[config.mk]
export PLATFORM = sky130hd
export DESIGN_NAME = adc_serial_responder
export DESIGN_NICKNAME = d
export VERILOG_FILES = /design/src/rtl/adc_serial_responder.sv
export SDC_FILE = /design/constraint.sdc
export NUM_CORES = 1
export LEC_CHECK = 0
export CORE_AREA = 5 5 63 108
export DETAILED_ROUTE_END_ITERATION = 7
export DIE_AREA = 0 0 68 113
export MAX_ROUTING_LAYER = met4
export PLACE_DENSITY = 0.76
export SLEW_MARGIN = 20
export SYNTH_ARGS = -nofsm -noshare
export SYNTH_HDL_FRONTEND = slang
export SYNTH_SLANG_ARGS = --single-unit
[constraint.sdc]
create_clock -name clk -period 1.9 [get_ports clk]
set_clock_uncertainty 0.05 [all_clocks]
set_input_delay 0.285 -clock clk [delete_from_list [all_inputs] [get_ports clk]]
set_output_delay 0.285 -clock clk [all_outputs]
set_load 0.1 [all_outputs]
[src/rtl/adc_serial_responder.sv]
// adc_serial_responder
//
// Responder end of the serial temperature-ADC link. This is a synthesizable model of a
// 10-bit, two-channel serial ADC. It takes the command bits shifted in on din and shifts
// the selected 10-bit code back out on dout. All serial pins are oversampled in the clk
// domain.
//
// Optional feature macro: ADC_RESP_LSBF_EN
//   When defined, a frame with MSBF=0 appends B1..B9 (LSB first) after B0.
//   When undefined, MSBF is ignored and every frame ends after B0.
//
// Ports:
//   clk        system clock
//   rst_n      asynchronous active-low reset
//   sclk       serial clock from the initiator (asynchronous)
//   cs_n       chip select, active-low (asynchronous)
//   din        command data from the initiator (asynchronous)
//   ch0_code   channel 0 stand-in code, unsigned
//   ch1_code   channel 1 stand-in code, unsigned
//   dout       serial result bit
//   dout_oe    output enable for dout (1 = driven)
//   conv_done  one-clk pulse in the cycle B0 is driven
//   last_code  code latched for the most recent conversion
//   busy       high in every state except IDLE

module adc_serial_responder #(
    parameter int SYNC_STAGES = 2
) (
    input  logic       clk,
    input  logic       rst_n,
    input  logic       sclk,
    input  logic       cs_n,
    input  logic       din,
    input  logic [9:0] ch0_code,
    input  logic [9:0] ch1_code,
    output logic       dout,
    output logic       dout_oe,
    output logic       conv_done,
    output logic [9:0] last_code,
    output logic       busy
);

    typedef enum logic [2:0] {
        IDLE  = 3'd0,
        START = 3'd1,
        CMD   = 3'd2,
        NULLB = 3'd3,
        DATA  = 3'd4,
        LSBF  = 3'd5,
        DONE  = 3'd6
    } state_t;

    state_t state_q, state_d;

    logic [SYNC_STAGES-1:0] sclk_sync_q, sclk_sync_d;
    logic [SYNC_STAGES-1:0] cs_sync_q, cs_sync_d;
    logic [SYNC_STAGES-1:0] din_sync_q, din_sync_d;
    logic                   sclk_prev_q, sclk_prev_d;

    logic       dout_q, dout_d;
    logic       conv_done_q, conv_done_d;
    logic [9:0] last_code_q, last_code_d;
    logic [3:0] idx_q, idx_d;
    logic [1:0] cmd_cnt_q, cmd_cnt_d;
    logic       sgl_q, sgl_d;
    logic       odd_q, odd_d;
`ifdef ADC_RESP_LSBF_EN
    logic       msbf_q, msbf_d;
`endif

    logic       sclk_s, cs_s, din_s;
    logic       rise, fall;
    logic [10:0] diff_01, diff_10;
    logic [9:0]  sel_code;

    // Synchronizer shift chains and edge detection on the synchronized sclk.
    always_comb begin
        sclk_sync_d = {sclk_sync_q[SYNC_STAGES-2:0], sclk};
        cs_sync_d   = {cs_sync_q[SYNC_STAGES-2:0], cs_n};
        din_sync_d  = {din_sync_q[SYNC_STAGES-2:0], din};
        sclk_s      = sclk_sync_q[SYNC_STAGES-1];
        cs_s        = cs_sync_q[SYNC_STAGES-1];
        din_s       = din_sync_q[SYNC_STAGES-1];
        sclk_prev_d = sclk_s;
        rise        = sclk_s & ~sclk_prev_q;
        fall        = ~sclk_s & sclk_prev_q;
    end

    // Code selection. Differential results are computed 11 bits wide so that the top bit
    // flags a negative result, which clamps to zero.
    always_comb begin
        diff_01  = {1'b0, ch0_code} - {1'b0, ch1_code};
        diff_10  = {1'b0, ch1_code} - {1'b0, ch0_code};
        sel_code = 10'd0;
        case ({sgl_q, odd_q})
            2'b10:   sel_code = ch0_code;
            2'b11:   sel_code = ch1_code;
            2'b00:   sel_code = diff_01[10] ? 10'd0 : diff_01[9:0];
            default: sel_code = diff_10[10] ? 10'd0 : diff_10[9:0];
        endcase
    end

    // Frame state machine. A high synchronized cs_n overrides everything, so an sclk edge
    // in the same cycle is discarded.
    always_comb begin
        state_d     = state_q;
        dout_d      = dout_q;
        conv_done_d = 1'b0;
        last_code_d = last_code_q;
        idx_d       = idx_q;
        cmd_cnt_d   = cmd_cnt_q;
        sgl_d       = sgl_q;
        odd_d       = odd_q;
`ifdef ADC_RESP_LSBF_EN
        msbf_d      = msbf_q;
`endif
        if (cs_s) begin
            state_d   = IDLE;
            dout_d    = 1'b0;
            idx_d     = 4'd0;
            cmd_cnt_d = 2'd0;
        end else begin
            case (state_q)
                IDLE: begin
                    dout_d    = 1'b0;
                    idx_d     = 4'd0;
                    cmd_cnt_d = 2'd0;
                    state_d   = START;
                end
                START: begin
                    dout_d = 1'b0;
                    if (rise && din_s) begin
                        cmd_cnt_d = 2'd0;
                        state_d   = CMD;
                    end
                end
                CMD: begin
                    if (rise) begin
                        case (cmd_cnt_q)
                            2'd0: begin
                                sgl_d     = din_s;
                                cmd_cnt_d = 2'd1;
                            end
                            2'd1: begin
                                odd_d     = din_s;
                                cmd_cnt_d = 2'd2;
                            end
                            default: begin
`ifdef ADC_RESP_LSBF_EN
                                msbf_d = din_s;
`endif
                                last_code_d = sel_code;
                                state_d     = NULLB;
                            end
                        endcase
                    end
                end
                NULLB: begin
                    if (fall) begin
                        dout_d  = 1'b0;
                        idx_d   = 4'd9;
                        state_d = DATA;
                    end
                end
                DATA: begin
                    if (fall) begin
                        dout_d = last_code_q[idx_q];
                        if (idx_q == 4'd0) begin
                            conv_done_d = 1'b1;
`ifdef ADC_RESP_LSBF_EN
                            if (!msbf_q) begin
                                idx_d   = 4'd1;
                                state_d = LSBF;
                            end else begin
                                state_d = DONE;
                            end
`else
                            state_d = DONE;
`endif
                        end else begin
                            idx_d = idx_q - 4'd1;
                        end
                    end
                end
`ifdef ADC_RESP_LSBF_EN
                LSBF: begin
                    if (fall) begin
                        dout_d = last_code_q[idx_q];
                        if (idx_q == 4'd9) begin
                            state_d = DONE;
                        end else begin
                            idx_d = idx_q + 4'd1;
                        end
                    end
                end
`endif
                DONE: begin
                    // The last data bit stays on the pin until the next fall.
                    if (fall) begin
                        dout_d = 1'b0;
                    end
                end
                default: begin
                    state_d = IDLE;
                    dout_d  = 1'b0;
                end
            endcase
        end
    end

    always_ff @(posedge clk or negedge rst_n) begin
        if (!rst_n) begin
            state_q     <= IDLE;
            sclk_sync_q <= '0;
            cs_sync_q   <= '1;
            din_sync_q  <= '0;
            sclk_prev_q <= 1'b0;
            dout_q      <= 1'b0;
            conv_done_q <= 1'b0;
            last_code_q <= 10'd0;
            idx_q       <= 4'd0;
            cmd_cnt_q   <= 2'd0;
            sgl_q       <= 1'b0;
            odd_q       <= 1'b0;
`ifdef ADC_RESP_LSBF_EN
            msbf_q      <= 1'b0;
`endif
        end else begin
            state_q     <= state_d;
            sclk_sync_q <= sclk_sync_d;
            cs_sync_q   <= cs_sync_d;
            din_sync_q  <= din_sync_d;
            sclk_prev_q <= sclk_prev_d;
            dout_q      <= dout_d;
            conv_done_q <= conv_done_d;
            last_code_q <= last_code_d;
            idx_q       <= idx_d;
            cmd_cnt_q   <= cmd_cnt_d;
            sgl_q       <= sgl_d;
            odd_q       <= odd_d;
`ifdef ADC_RESP_LSBF_EN
            msbf_q      <= msbf_d;
`endif
        end
    end

    assign dout      = dout_q;
    assign dout_oe   = (state_q != IDLE);
    assign busy      = (state_q != IDLE);
    assign conv_done = conv_done_q;
    assign last_code = last_code_q;

endmodule

# Word-level counts from Yosys, hierarchy flattened
# Index checks and enable logic that the tools add are counted.
dict set report word_totals {
  regBits 30
  out_inout_bits 14
  input_bits 25
  elab_cells 89
}
dict set report op_classes {
  muxes 31
  n_addsub 3
  n_eq_ne 19
  reduce_logical 17
  bitwise 6
  n_lt_le_gt_ge 1
}
# cell n
set op_table {}
lappend op_table {{one-hot mux 10 bit (3 select lines)} 1}
lappend op_table {{subtractor 10 x 10 -> 11 bit} 2}
lappend op_table {{2-to-1 mux 3 bit} 7}
lappend op_table {{!= test 3 bit, second input constant} 7}
lappend op_table {{2-to-1 mux 10 bit} 2}
lappend op_table {{AND reduction 4 bit} 5}
lappend op_table {{one-hot mux 3 bit (6 select lines)} 1}
lappend op_table {{2-to-1 mux 4 bit} 4}
lappend op_table {{one-hot mux 4 bit (3 select lines)} 1}
lappend op_table {{2-to-1 mux 1 bit} 8}
lappend op_table {{nonzero test 4 bit} 2}
lappend op_table {{AND reduction 7 bit} 1}
lappend op_table {{== test 3 x 2 -> 1 bit, second input constant} 2}
lappend op_table {{== test 3 bit, second input constant} 2}
lappend op_table {{2-to-1 mux 2 bit} 3}
lappend op_table {{one-hot mux 2 bit (3 select lines)} 1}
lappend op_table {{less-than comparator 4 x 5 -> 1 bit, second input constant} 1}
lappend op_table {{binary-select mux 1 bit (select 4 bit)} 1}
lappend op_table {{== test 2 bit, second input constant} 2}
lappend op_table {{logical NOT 2 bit} 2}
lappend op_table {{logical NOT 4 bit} 1}
lappend op_table {{!= test 2 bit, second input constant} 2}
lappend op_table {{!= test 4 x 3 -> 1 bit, second input constant} 1}
lappend op_table {{inverter 1 bit} 4}
lappend op_table {{12 further kinds} 14}

# Logic depth before layout (Yosys ltp)
# Gate-level depths: netlist of the first run.
dict set report logic_depth {
  word_depth 6
  ltp_mapped 10
  ltp_nobuf 10
}

# Least setup slack after synthesis of the first run
# No wires, ideal clock.
dict set report synth_timing {
  path_type {input -> register}
  from {input ch0_code[0]}
  to {register last_code_q[2], in the netlist last_code[2]}
  path_buffers 0
  path_stages 10
  arrival_ns 2.039
  setup_ns 0.123
  slack_ns -0.312
  required_ns 1.727
  cell_sequence {inv_1 > ha_1 > inv_1 > fa_1 > a21o_1 > a211o_4 > nand2_2 > nand2_4 > a221o_1 > o221a_2}
}
dict set report synth_via {
  elab_chain_cells 3
  word_cells_on_any_way 5
  classes_between {add/sub (2); mux (3)}
}
# item line_no
set synth_lines {}
lappend synth_lines {{start: declaration} 34} ;# input logic [9:0] ch0_code,
lappend synth_lines {{subtractor 10 x 10 -> 11 bit (on tied branches)} {93, 92}}
lappend synth_lines {{2-to-1 mux 10 bit (on tied branches)} {99, 98}}
lappend synth_lines {{one-hot mux 10 bit (3 select lines) (*)} 95} ;# case ({sgl_q, odd_q})
lappend synth_lines {{end signal: assignment} 236} ;# last_code_q <= last_code_d;
lappend synth_lines {{end: declaration} 62} ;# logic [9:0] last_code_q, last_code_d;
# Every way passes the cells marked *; elsewhere a longest branch is shown, timed or not.
# A chain may end at the register's enable or synchronous reset.

# Final worst setup path of the first run
# Same ends and word-level chain as after synthesis.

==> run summary, run 1 <==
Status: finished, violations left
Violated checks: negative setup slack
CTS tree: done
Maximum clock rate: 0.488 GHz
Synth Area per Inst: 8.45 µm²
Critical Path RT: 2.03 ns
Place WS: -0.985 ns
Adder-cell share of the synthesized area: 10.5%
Leakage: 0.00206 µW
DRC marker count from the first detailed-route iteration: 168
Syn Nets: 388
Largest stage delay, worst path: 0.37 ns
Worst-Skew Late Latency: 0.29 ns
Via count: 3188
DR WL/cell: 17.3 µm
Pwr Total: 3660 µW
Clock buffer depth: 2
Die footprint: 7680 µm²
Core Util, Final: 77.4%
Slew HR: 74.7%
Post-detail-place hpwl: 7.35 mm
Crit path kind: in -> reg
Yosys top cell area share: 24.4%
Worst Hold Class: reg -> reg
PD cells: 818 nW/µm²
Reg area: 758 µm²
Slew @ Worst Pin: 0.379 ns
Register area share after synthesis: 26.2%
Worst Path Buf+Inv: 3
Post-route ant nets: 0
Nets@finish: 520
Post-synthesis simple-gate area fraction: 20.1%
Min Tclk post-route: 2.05 ns
First-pass GRT wire length: 15.5 mm
Synth Cell Area: 2870 µm²
Vias/cell: 5.79
Fraction of the mapped netlist area in compound gates: 28.1%
RSZ-0062 raised after global routing: true
Total grt overflow: 0
DRT Wirelength: 9.52 mm
Worst Setup SP: ch0_code[0]
Initial antenna violation count: 0
Share of cells above drive strength 1: 46.9%
Number of synthesized flops with an enable pin: 0
Netlist cell types: 74
Diodes inserted: 0
Period Utilization, post-route: 108%
Remaining DRCs: 0
DIE HEIGHT: 113 µm
CP delay by family, top: compound AO/OA/AOI/OAI gates
Mux contribution to synthesized area: 4.83%
Main combinational cell family by area after synthesis: compound AO/OA/AOI/OAI gates
Slew Viols, Final: 0
P&R area growth vs syn: 55.8%
Die Wd: 68 µm
Drt pass-1 iters: 5
Max capacitance violation total: 0
Final-report hold violation count: 0
R2R Path Start: state_q[2]
CTS sink cnt: 30
# setup viols final: 12
Synth Instances: 340
Worst Setup Start Kind: input pin
Clock H-tree levels: 2
Io pins: 39
Area leader, netlist: dfrtp_1
Largest net degree at the start of global routing: 31
YS warnings: 0
XOR/XNOR share of the synthesized area: 1.52%
Critical path cell sequence: buf_12 > inv_12 > ha_4 > inv_2 > fa_2 > a21o_1 > a211o_4 > nand2_4 > nand2_4 > a221o_1 > o221a_2
Cell mode on critical path: nand2_4
CTS clk-pin slew, worst paths: 0.07 ns
Setup tns final: -0.662 ns
Ys async rst share: 100%
Area used by multi-input combinational logic: 2180 µm²
Worst ir drop on vdd: 0.312 mV
Hold_sp: sclk_sync_q[0]
FF+latch count, synth: 30
Total CTS buffers: 5
Area contributors post-synth: dfrtp_1 (24%), ha_1 (9.1%), a21oi_1 (4.7%), inv_1 (4.3%), nand2_1 (3.8%)
Post-route setup slack: -0.150 ns
GP Congestion: 0.960
CTS root buf: clkbuf_8
CP arrival: 2.18 ns
Core Area: 5790 µm²
Port bufs: 38
FILL cells: 416
Crit. End Element: flop
Vias in the first global route: 3328
All-Layer GR Usage: 27.3%
Row cnt: 37
Initial Util: 49.6%
Worst Path Max Fanout: 6
Ys flop type: dfrtp_1
Crit-path slowest cell: a211o_4
-- area by class of cell --
cell class              instances  share of cell area, %
multi-input cells             258                   48.7
repair buffers                144                   27.0
flip-flops and latches         30                   16.9
inverters                      33                   3.13
well taps                      78                   2.18
clock buffers                   6                   1.84
clock inverters                 2                  0.279
-- metal layers --
layer / track usage (%) / wire length [µm] / up-vias
li1: - / - / 1491
met1: 26.2 / 3270 / 1533
met2: 48.4 / 5340 / 122
met3: 3.28 / 372 / 42
met4: 18.1 / 541 / 0
met5: - / 0 / -
-- synth_stat cells, types with 4 or more instances --
cell type	number
o22ai_1	5
a31oi_1	8
o21ai_1	5
inv_1	33
buf_2	4
a21oi_1	27
buf_4	9
and3_1	4
clkbuf_1	4
nor2_1	21
ha_1	21
nand2_1	29
a21o_1	7
nand3_1	9
nor2b_1	4
nand2_2	4
dfrtp_1	28
nor3_1	10
o21ai_0	21
-- sequential cells by signal (all words and copies together) (netlist names), 2 cells and up --
name         flops
cs_sync_q        2
cmd_cnt_q        2
state_q          3
sclk_sync_q      2
last_code       10
din_sync_q       2
idx_q            4
-- cells in the final DEF (no fill, tap or decap), types with 8 or more instances in the layout --
cell             n
ha_4            10
o21ai_0         20
nand2_1         27
nor3_1           9
nand3_1          8
dfrtp_1         24
buf_4          112
inv_1           16
a21oi_1         22
inv_2           15
dlygate4sd2_1   17
nor2_1          18
ha_1             9
-- kinds of logic (layout without fill, tap and decap cells) --
logic type	count (synthesis)	in the layout
compound gates	114	114
xor+xnor	5	5
fa+ha+maj	23	23
buf+inv	52	185
simple gates	106	106
mux	10	10
flops	30	30
-- power by group --
group          internal [µW]  switching [µW]
Sequential               720             106
Clock                    290             249
Combinational           1040            1250
Total                   2050            1610
-- final timing paths --
path / to / slack [ns] / cells after the start
worst max-delay path: last_code[2] / -0.15 / 11
max in group asynchronous: cs_sync_q[0] / 1.15 / 2
min in group asynchronous: sclk_prev_q / 0.33 / 2
worst min-delay path: sclk_sync_q[1] / 0.29 / 0
worst max register to register: last_code[8] / -0.06 / 6
worst min register to register: sclk_sync_q[1] / 0.29 / 0
-- per-stage QoR --
stage / hold slack [ns] / area, µm² / cells
5_1_grt: 0.307 / 4480 / 551
3_3_place_gp: 0.282 / 3990 / 526
3_5_place_dp: 0.289 / 3990 / 526
4_1_cts: 0.297 / 4390 / 546
6_report: 0.293 / 4480 / 551
2_1_floorplan: -0.0606 / 2940 / 340
-- timing repair --
action,4_1_cts,5_1_grt
gates resized for setup,82,15
endpoints found under the setup margin,14,18
pin swaps,26,8
hold buffers,0,0
hold endpoints to repair,0,0
buffers inserted,12,5
Note: power is estimated with default switching activity, not from simulation.
==> run 2: changes to the inputs <==
==> constraint.sdc (replaced) <==
create_clock -name clk -period 1.9 [get_ports clk]
set_clock_uncertainty 0.05 [all_clocks]
set_input_delay 0.57 -clock clk [delete_from_list [all_inputs] [get_ports clk]]
set_output_delay 0.57 -clock clk [all_outputs]
set_load 0.1 [all_outputs]
==> run 2 against run 1 <==
Net effect: the run still ends with negative setup slack left; register-to-register slack lost 0.03 ns; clock power grew 26%; routed wire length grew 5.7%; final cell count shrank 1.5%; sequential cell count is the same; largest cell class unchanged.
==> run summary, run 2 (same netlist as run 1, synthesis figures left out) <==
Die footprint: 7680 µm² (unchanged)
PD cells: 837 nW/µm² (was 818 nW/µm²)
Worst Setup Start Kind: input pin (unchanged)
Max capacitance violation total: 0 (unchanged)
Area used by multi-input combinational logic: 2240 µm² (was 2180 µm²)
Worst Path Buf+Inv: 4 (was 3)
Diodes inserted: 0 (unchanged)
Post-route setup slack: -0.444 ns (was -0.150 ns)
First-pass GRT wire length: 15.8 mm (was 15.5 mm)
R2r endpoint: last_code[2] (was last_code[8])
DR WL/cell: 18.5 µm (was 17.3 µm)
RSZ-0062 raised after global routing: true (unchanged)
R2R Path Start: state_q[2] (unchanged)
Drt pass-1 iters: 8 (was 5)
Critical path cell sequence: buf_12 > inv_12 > ha_4 > inv_2 > fa_2 > a21o_1 > a211o_4 > a21oi_4 > buf_4 > a21oi_2 > o32ai_2 > a21oi_1 (was buf_12 > inv_12 > ha_4 > inv_2 > fa_2 > a21o_1 > a211o_4 > nand2_4 > nand2_4 > a221o_1 > o221a_2)
R2R depth: 6 (unchanged)
Reg area: 754 µm² (was 758 µm²)
GP Congestion: 1.00 (was 0.960)
CP arrival: 2.46 ns (was 2.18 ns)
Total grt overflow: 0 (unchanged)
P&R area growth vs syn: 61.5% (was 55.8%)
Worst Setup SP: ch0_code[0] (unchanged)
Total CTS buffers: 5 (unchanged)
Clock buffer depth: 2 (unchanged)
DRC marker count from the first detailed-route iteration: 231 (was 168)
Crit path kind: in -> reg (unchanged)
DIE HEIGHT: 113 µm (unchanged)
Largest stage delay, worst path: 0.37 ns (about the same)
CTS root buf: clkbuf_8 (unchanged)
Worst Hold Class: reg -> reg (unchanged)
Hold_buf cts: 0 (unchanged)
Vias in the first global route: 3337 (was 3328)
Period Utilization, post-route: 123% (was 108%)
Core Util, Final: 80.2% (was 77.4%)
Remaining DRCs: 0 (unchanged)
Share of cells above drive strength 1: 46.7% (was 46.9%)
CTS sink cnt: 30 (unchanged)
CP Capture Point: last_code[5] (was last_code[2])
Min Tclk post-route: 2.34 ns (was 2.05 ns)
Largest net degree at the start of global routing: 24 (was 31)
Place WS: -1.28 ns (was -0.985 ns)
Maximum clock rate: 0.427 GHz (was 0.488 GHz)
Critical Path RT: 2.01 ns (was 2.03 ns)
Crit-path slowest cell: a211o_4 (unchanged)
All-Layer GR Usage: 27.7% (was 27.3%)
Leakage: 0.00209 µW (was 0.00206 µW)
Initial Util: 49.6% (unchanged)
Final-report hold violation count: 0 (unchanged)
Commonest non-fill, non-tap cell in the layout: buf_4 (unchanged)
Vias/cell: 6.00 (was 5.79)
Commonest cells after routing, fill and taps aside: buf_4 (90), nand2_1 (28), dfrtp_1 (27), a21oi_1 (20) (was buf_4 (112), nand2_1 (27), dfrtp_1 (24), a21oi_1 (22), o21ai_0 (20))
Worst path depth: 12 (was 11)
Max reg flops: 10 (unchanged)
CTS clk-pin slew, worst paths: 0.07 ns (about the same)
CTS tree: done (unchanged)
Port bufs: 38 (unchanged)
# setup viols final: 16 (was 12)
Nets@finish: 512 (was 520)
Hold Slack: 0.294 ns (was 0.293 ns)
Worst Path Max Fanout: 4 (was 6)
FILL cells: 363 (was 416)
Slew Viols, Final: 0 (unchanged)
Violated checks: negative setup slack (unchanged)
Post-detail-place hpwl: 7.17 mm (was 7.35 mm)
Post-route ant nets: 0 (unchanged)
Core Area: 5790 µm² (unchanged)
Status: finished, violations left (unchanged)
Setup tns final: -4.36 ns (was -0.662 ns)
Clock H-tree levels: 2 (unchanged)
Crit. End Element: flop (unchanged)
Slew HR: 62.9% (was 74.7%)
Io pins: 39 (unchanged)
Slew @ Worst Pin: 0.551 ns (was 0.379 ns)
DRT Wirelength: 10.1 mm (was 9.52 mm)
R2r setup slk: -0.09 ns (was -0.06 ns)
CP delay by family, top: compound AO/OA/AOI/OAI gates (unchanged)
Worst-Skew Late Latency: 0.29 ns (about the same)
Die Wd: 68 µm (unchanged)
Worst ir drop on vdd: 0.346 mV (was 0.312 mV)
Via count: 3257 (was 3188)
Initial antenna violation count: 0 (unchanged)
Row cnt: 37 (unchanged)
[run 2: changes by cell type in the layout (fill, tap and decap cells not counted), sizes merged]
cell / before / now
clkdlybuf4s15: 1 / 0
dlygate4sd2: 17 / 16
clkinv: 1 / 0
bufinv: 0 / 1
buf: 122 / 114
clkbuf: 6 / 9
clkinvlp: 2 / 1
[run 2: through the flow]
stage	total power, µW	std cells	cell area [µm²]
finish	3880	543	4640
global route	4050	543	4640
CTS	3700	538	4500
detailed placement	2850	520	4070
global placement	2810	520	4070
floorplan	2150	340	2940
[run 2: how the worst min path moves through the flow]
stage / startpoint / endpoint / slack (ns) / cells past startpoint
after floorplan: rst_n / cmd_cnt_q[0] / 0.22 / 0
after CTS: sclk_sync_q[0] / sclk_sync_q[1] / 0.29 / 0
final: sclk_sync_q[0] / sclk_sync_q[1] / 0.29 / 0
after detailed placement: sclk_sync_q[0] / sclk_sync_q[1] / 0.29 / 0
after global placement: sclk_sync_q[0] / sclk_sync_q[1] / 0.28 / 0
after global routing: cs_sync_q[0] / cs_sync_q[1] / 0.31 / 0
[run 2: repair_timing]
| item | CTS | global route |
|---|---|---|
| setup buffers | 10 | 7 |
| gates resized for setup | 87 | 28 |
| hold endpoints to repair | 0 | 0 |
| pin swaps | 34 | 18 |
| setup endpoints to repair | 16 | 21 |
[run 2: final cells by class]
type	count	area share [%]
repair buffers	136	27.7
clock inverters	1	0.647
inverters	33	3.13
well taps	78	2.10
flip-flops and latches	30	16.3
multi-input cells	258	48.3
clock buffers	7	1.86
[run 2: power by group]
part	switching (µW)	leakage, µW	internal [µW]
clock network	252	0.0000585	427
logic	1280	0.00166	1070
registers	138	0.000364	715
[run 2: metal layers]
| metal | global-route usage, % | vias up | routed length, µm |
|---|---|---|---|
| met5 | - | - | 0 |
| met4 | 19.8 | 0 | 748 |
| met3 | 4.27 | 66 | 449 |
| met2 | 48.0 | 147 | 5560 |
| met1 | 26.4 | 1564 | 3300 |
| li1 | - | 1480 | - |
==> run 3: changes to the inputs <==
--- a/config.mk
+++ b/config.mk
@@ -10,6 +10,7 @@
 export DIE_AREA = 0 0 68 113
 export MAX_ROUTING_LAYER = met4
 export PLACE_DENSITY = 0.76
+export RECOVER_POWER = 25
 export SLEW_MARGIN = 20
 export SYNTH_ARGS = -nofsm -noshare
 export SYNTH_HDL_FRONTEND = slang
==> run 3 against run 2 <==
Net effect: the flow still finishes with violations (negative setup slack); die area unchanged; first-iteration DRC count unchanged; core utilization unchanged; largest cell class unchanged.
==> run summary, run 3 (same netlist as run 1, synthesis figures left out) <==
Initial Util: 49.6% (unchanged)
Met1 global-route usage: 26.4% (unchanged)
Share of cells above drive strength 1: 46.7% (unchanged)
Vias in the first global route: 3337 (unchanged)
Vias/cell: 5.98 (was 6.00)
PD cells: 837 nW/µm² (about the same)
All-Layer GR Usage: 27.7% (unchanged)
GR Util met2: 48.0% (unchanged)
Place WS: -1.28 ns (unchanged)
R2r endpoint: last_code[2] (unchanged)
Period Utilization, post-route: 123% (about the same)
RSZ-0062 raised after global routing: true (unchanged)
Slew Viols, Final: 0 (unchanged)
CTS tree: done (unchanged)
Post-detail-place hpwl: 7.17 mm (unchanged)
Hold Crit Depth: 0 (unchanged)
Total grt overflow: 0 (unchanged)
Hold_sp: sclk_sync_q[0] (unchanged)
DRT Wirelength: 10.1 mm (about the same)
CTS clk-pin slew, worst paths: 0.07 ns (about the same)
Min Tclk post-route: 2.35 ns (was 2.34 ns)
Total CTS buffers: 5 (unchanged)
Status: finished, violations left (unchanged)
GR peak layer: met2 (unchanged)
Worst Hold Class: reg -> reg (unchanged)
Remaining DRCs: 0 (unchanged)
DR WL/cell: 18.5 µm (about the same)
Crit. End Element: flop (unchanged)
Worst Setup Start Kind: input pin (unchanged)
Worst Path Max Fanout: 4 (unchanged)
Max reg flops: 10 (unchanged)
Largest net degree at the start of global routing: 24 (unchanged)
CP arrival: 2.46 ns (about the same)
Worst Setup SP: ch0_code[0] (unchanged)
CTS root buf: clkbuf_8 (unchanged)
Core Util, Final: 80.2% (unchanged)
Hold Slack: 0.292 ns (was 0.294 ns)
Io pins: 39 (unchanged)
Leakage: 0.00209 µW (about the same)
Drt pass-1 iters: 8 (unchanged)
DRC marker count from the first detailed-route iteration: 231 (unchanged)
Commonest cells after routing, fill and taps aside: buf_4 (90), nand2_1 (28), dfrtp_1 (27), a21oi_1 (20) (unchanged)
Reg area: 754 µm² (unchanged)
Worst-Skew Late Latency: 0.29 ns (about the same)
Critical Path RT: 2.01 ns (about the same)
Area used by multi-input combinational logic: 2240 µm² (unchanged)
Slew @ Worst Pin: 0.545 ns (was 0.551 ns)
# setup viols final: 16 (unchanged)
GP Congestion: 1.00 (unchanged)
Maximum clock rate: 0.426 GHz (was 0.427 GHz)
FILL cells: 363 (unchanged)
Row cnt: 37 (unchanged)
Crit path kind: in -> reg (unchanged)
Slew HR: 63.3% (was 62.9%)
Port bufs: 38 (unchanged)
R2r setup slk: -0.09 ns (about the same)
Post-route ant nets: 0 (unchanged)
Setup tns final: -4.39 ns (was -4.36 ns)
DIE HEIGHT: 113 µm (unchanged)
Diodes inserted: 0 (unchanged)
R2R depth: 6 (unchanged)
Core Area: 5790 µm² (unchanged)
Hold worst-path end: sclk_sync_q[1] (unchanged)
P&R area growth vs syn: 61.5% (unchanged)
R2R Path Start: state_q[2] (unchanged)
Nets@finish: 512 (unchanged)
Violated checks: negative setup slack (unchanged)
Commonest non-fill, non-tap cell in the layout: buf_4 (unchanged)
Via count: 3249 (was 3257)
Post-route setup slack: -0.446 ns (was -0.444 ns)
Worst ir drop on vdd: 0.346 mV (about the same)
Final-report hold violation count: 0 (unchanged)
Die footprint: 7680 µm² (unchanged)
Max capacitance violation total: 0 (unchanged)
First-pass GRT wire length: 15.8 mm (unchanged)
Clock H-tree levels: 2 (unchanged)
Clock buffer depth: 2 (unchanged)
CTS sink cnt: 30 (unchanged)
Die Wd: 68 µm (unchanged)
Met3 Use GR: 4.27% (unchanged)
Initial antenna violation count: 0 (unchanged)
==> run 3: changes by cell type in the layout (fill, tap and decap cells not counted), sizes merged <==
cell | before | now
clkdlybuf4s50 | 4 | 0
dlygate4sd3 | 0 | 4
==> run 3: power by group <==
| group | total (µW) | internal [µW] | switching, µW |
|---|---|---|---|
| combinational | 2350 | 1070 | 1280 |
| clock | 680 | 427 | 253 |
| sequential | 852 | 715 | 138 |
==> run 3: repair_timing <==
action	CTS	global route
setup endpoints to repair	16	21
gates cloned	0	0
setup buffers	10	7
gates resized for setup	87	28
pin swaps	34	18
hold buffers	0	0
==> run 3: layout make-up <==
cell class | instances | share of cell area, %
clock inverters | 1 | 0.647
well taps | 78 | 2.10
repair buffers | 136 | 27.7
clock buffers | 7 | 1.86
flip-flops and latches | 30 | 16.3
multi-input cells | 258 | 48.3
inverters | 33 | 3.13
==> run 3: how the worst max path moves through the flow <==
stage	slack, ns	end	depth (start not counted)
after floorplan	-0.51	last_code[2]	10
after global placement	-1.21	last_code[1]	11
after detailed placement	-1.28	last_code[1]	11
after CTS	-0.43	last_code[2]	11
after global routing	-0.48	last_code[2]	11
final	-0.45	last_code[5]	12
==> run 3: metrics by stage <==
| stage | instance area, µm² | instances | total power (µW) |
|---|---|---|---|
| finish | 4640 | 543 | 3880 |
| global route | 4640 | 543 | 4050 |
| CTS | 4500 | 538 | 3700 |
| detailed placement | 4070 | 520 | 2850 |
| global placement | 4070 | 520 | 2810 |
| floorplan | 2940 | 340 | 2150 |
==> run 3: critical path, cell delays in order <==
cell	delay [ns]
buf_12	0.11
inv_12	0.04
ha_4	0.12
inv_2	0.04
fa_2	0.35
a21o_1	0.19
a211o_4	0.37
a21oi_4	0.18
buf_4	0.14
a21oi_2	0.04
o32ai_2	0.20
a21oi_1	0.11
==> run 3: routing by layer <==
metal | up-vias | routed length, µm
li1 | 1480 | -
met1 | 1563 | 3320
met4 | 0 | 729
met3 | 62 | 444
met5 | - | 0
met2 | 144 | 5570
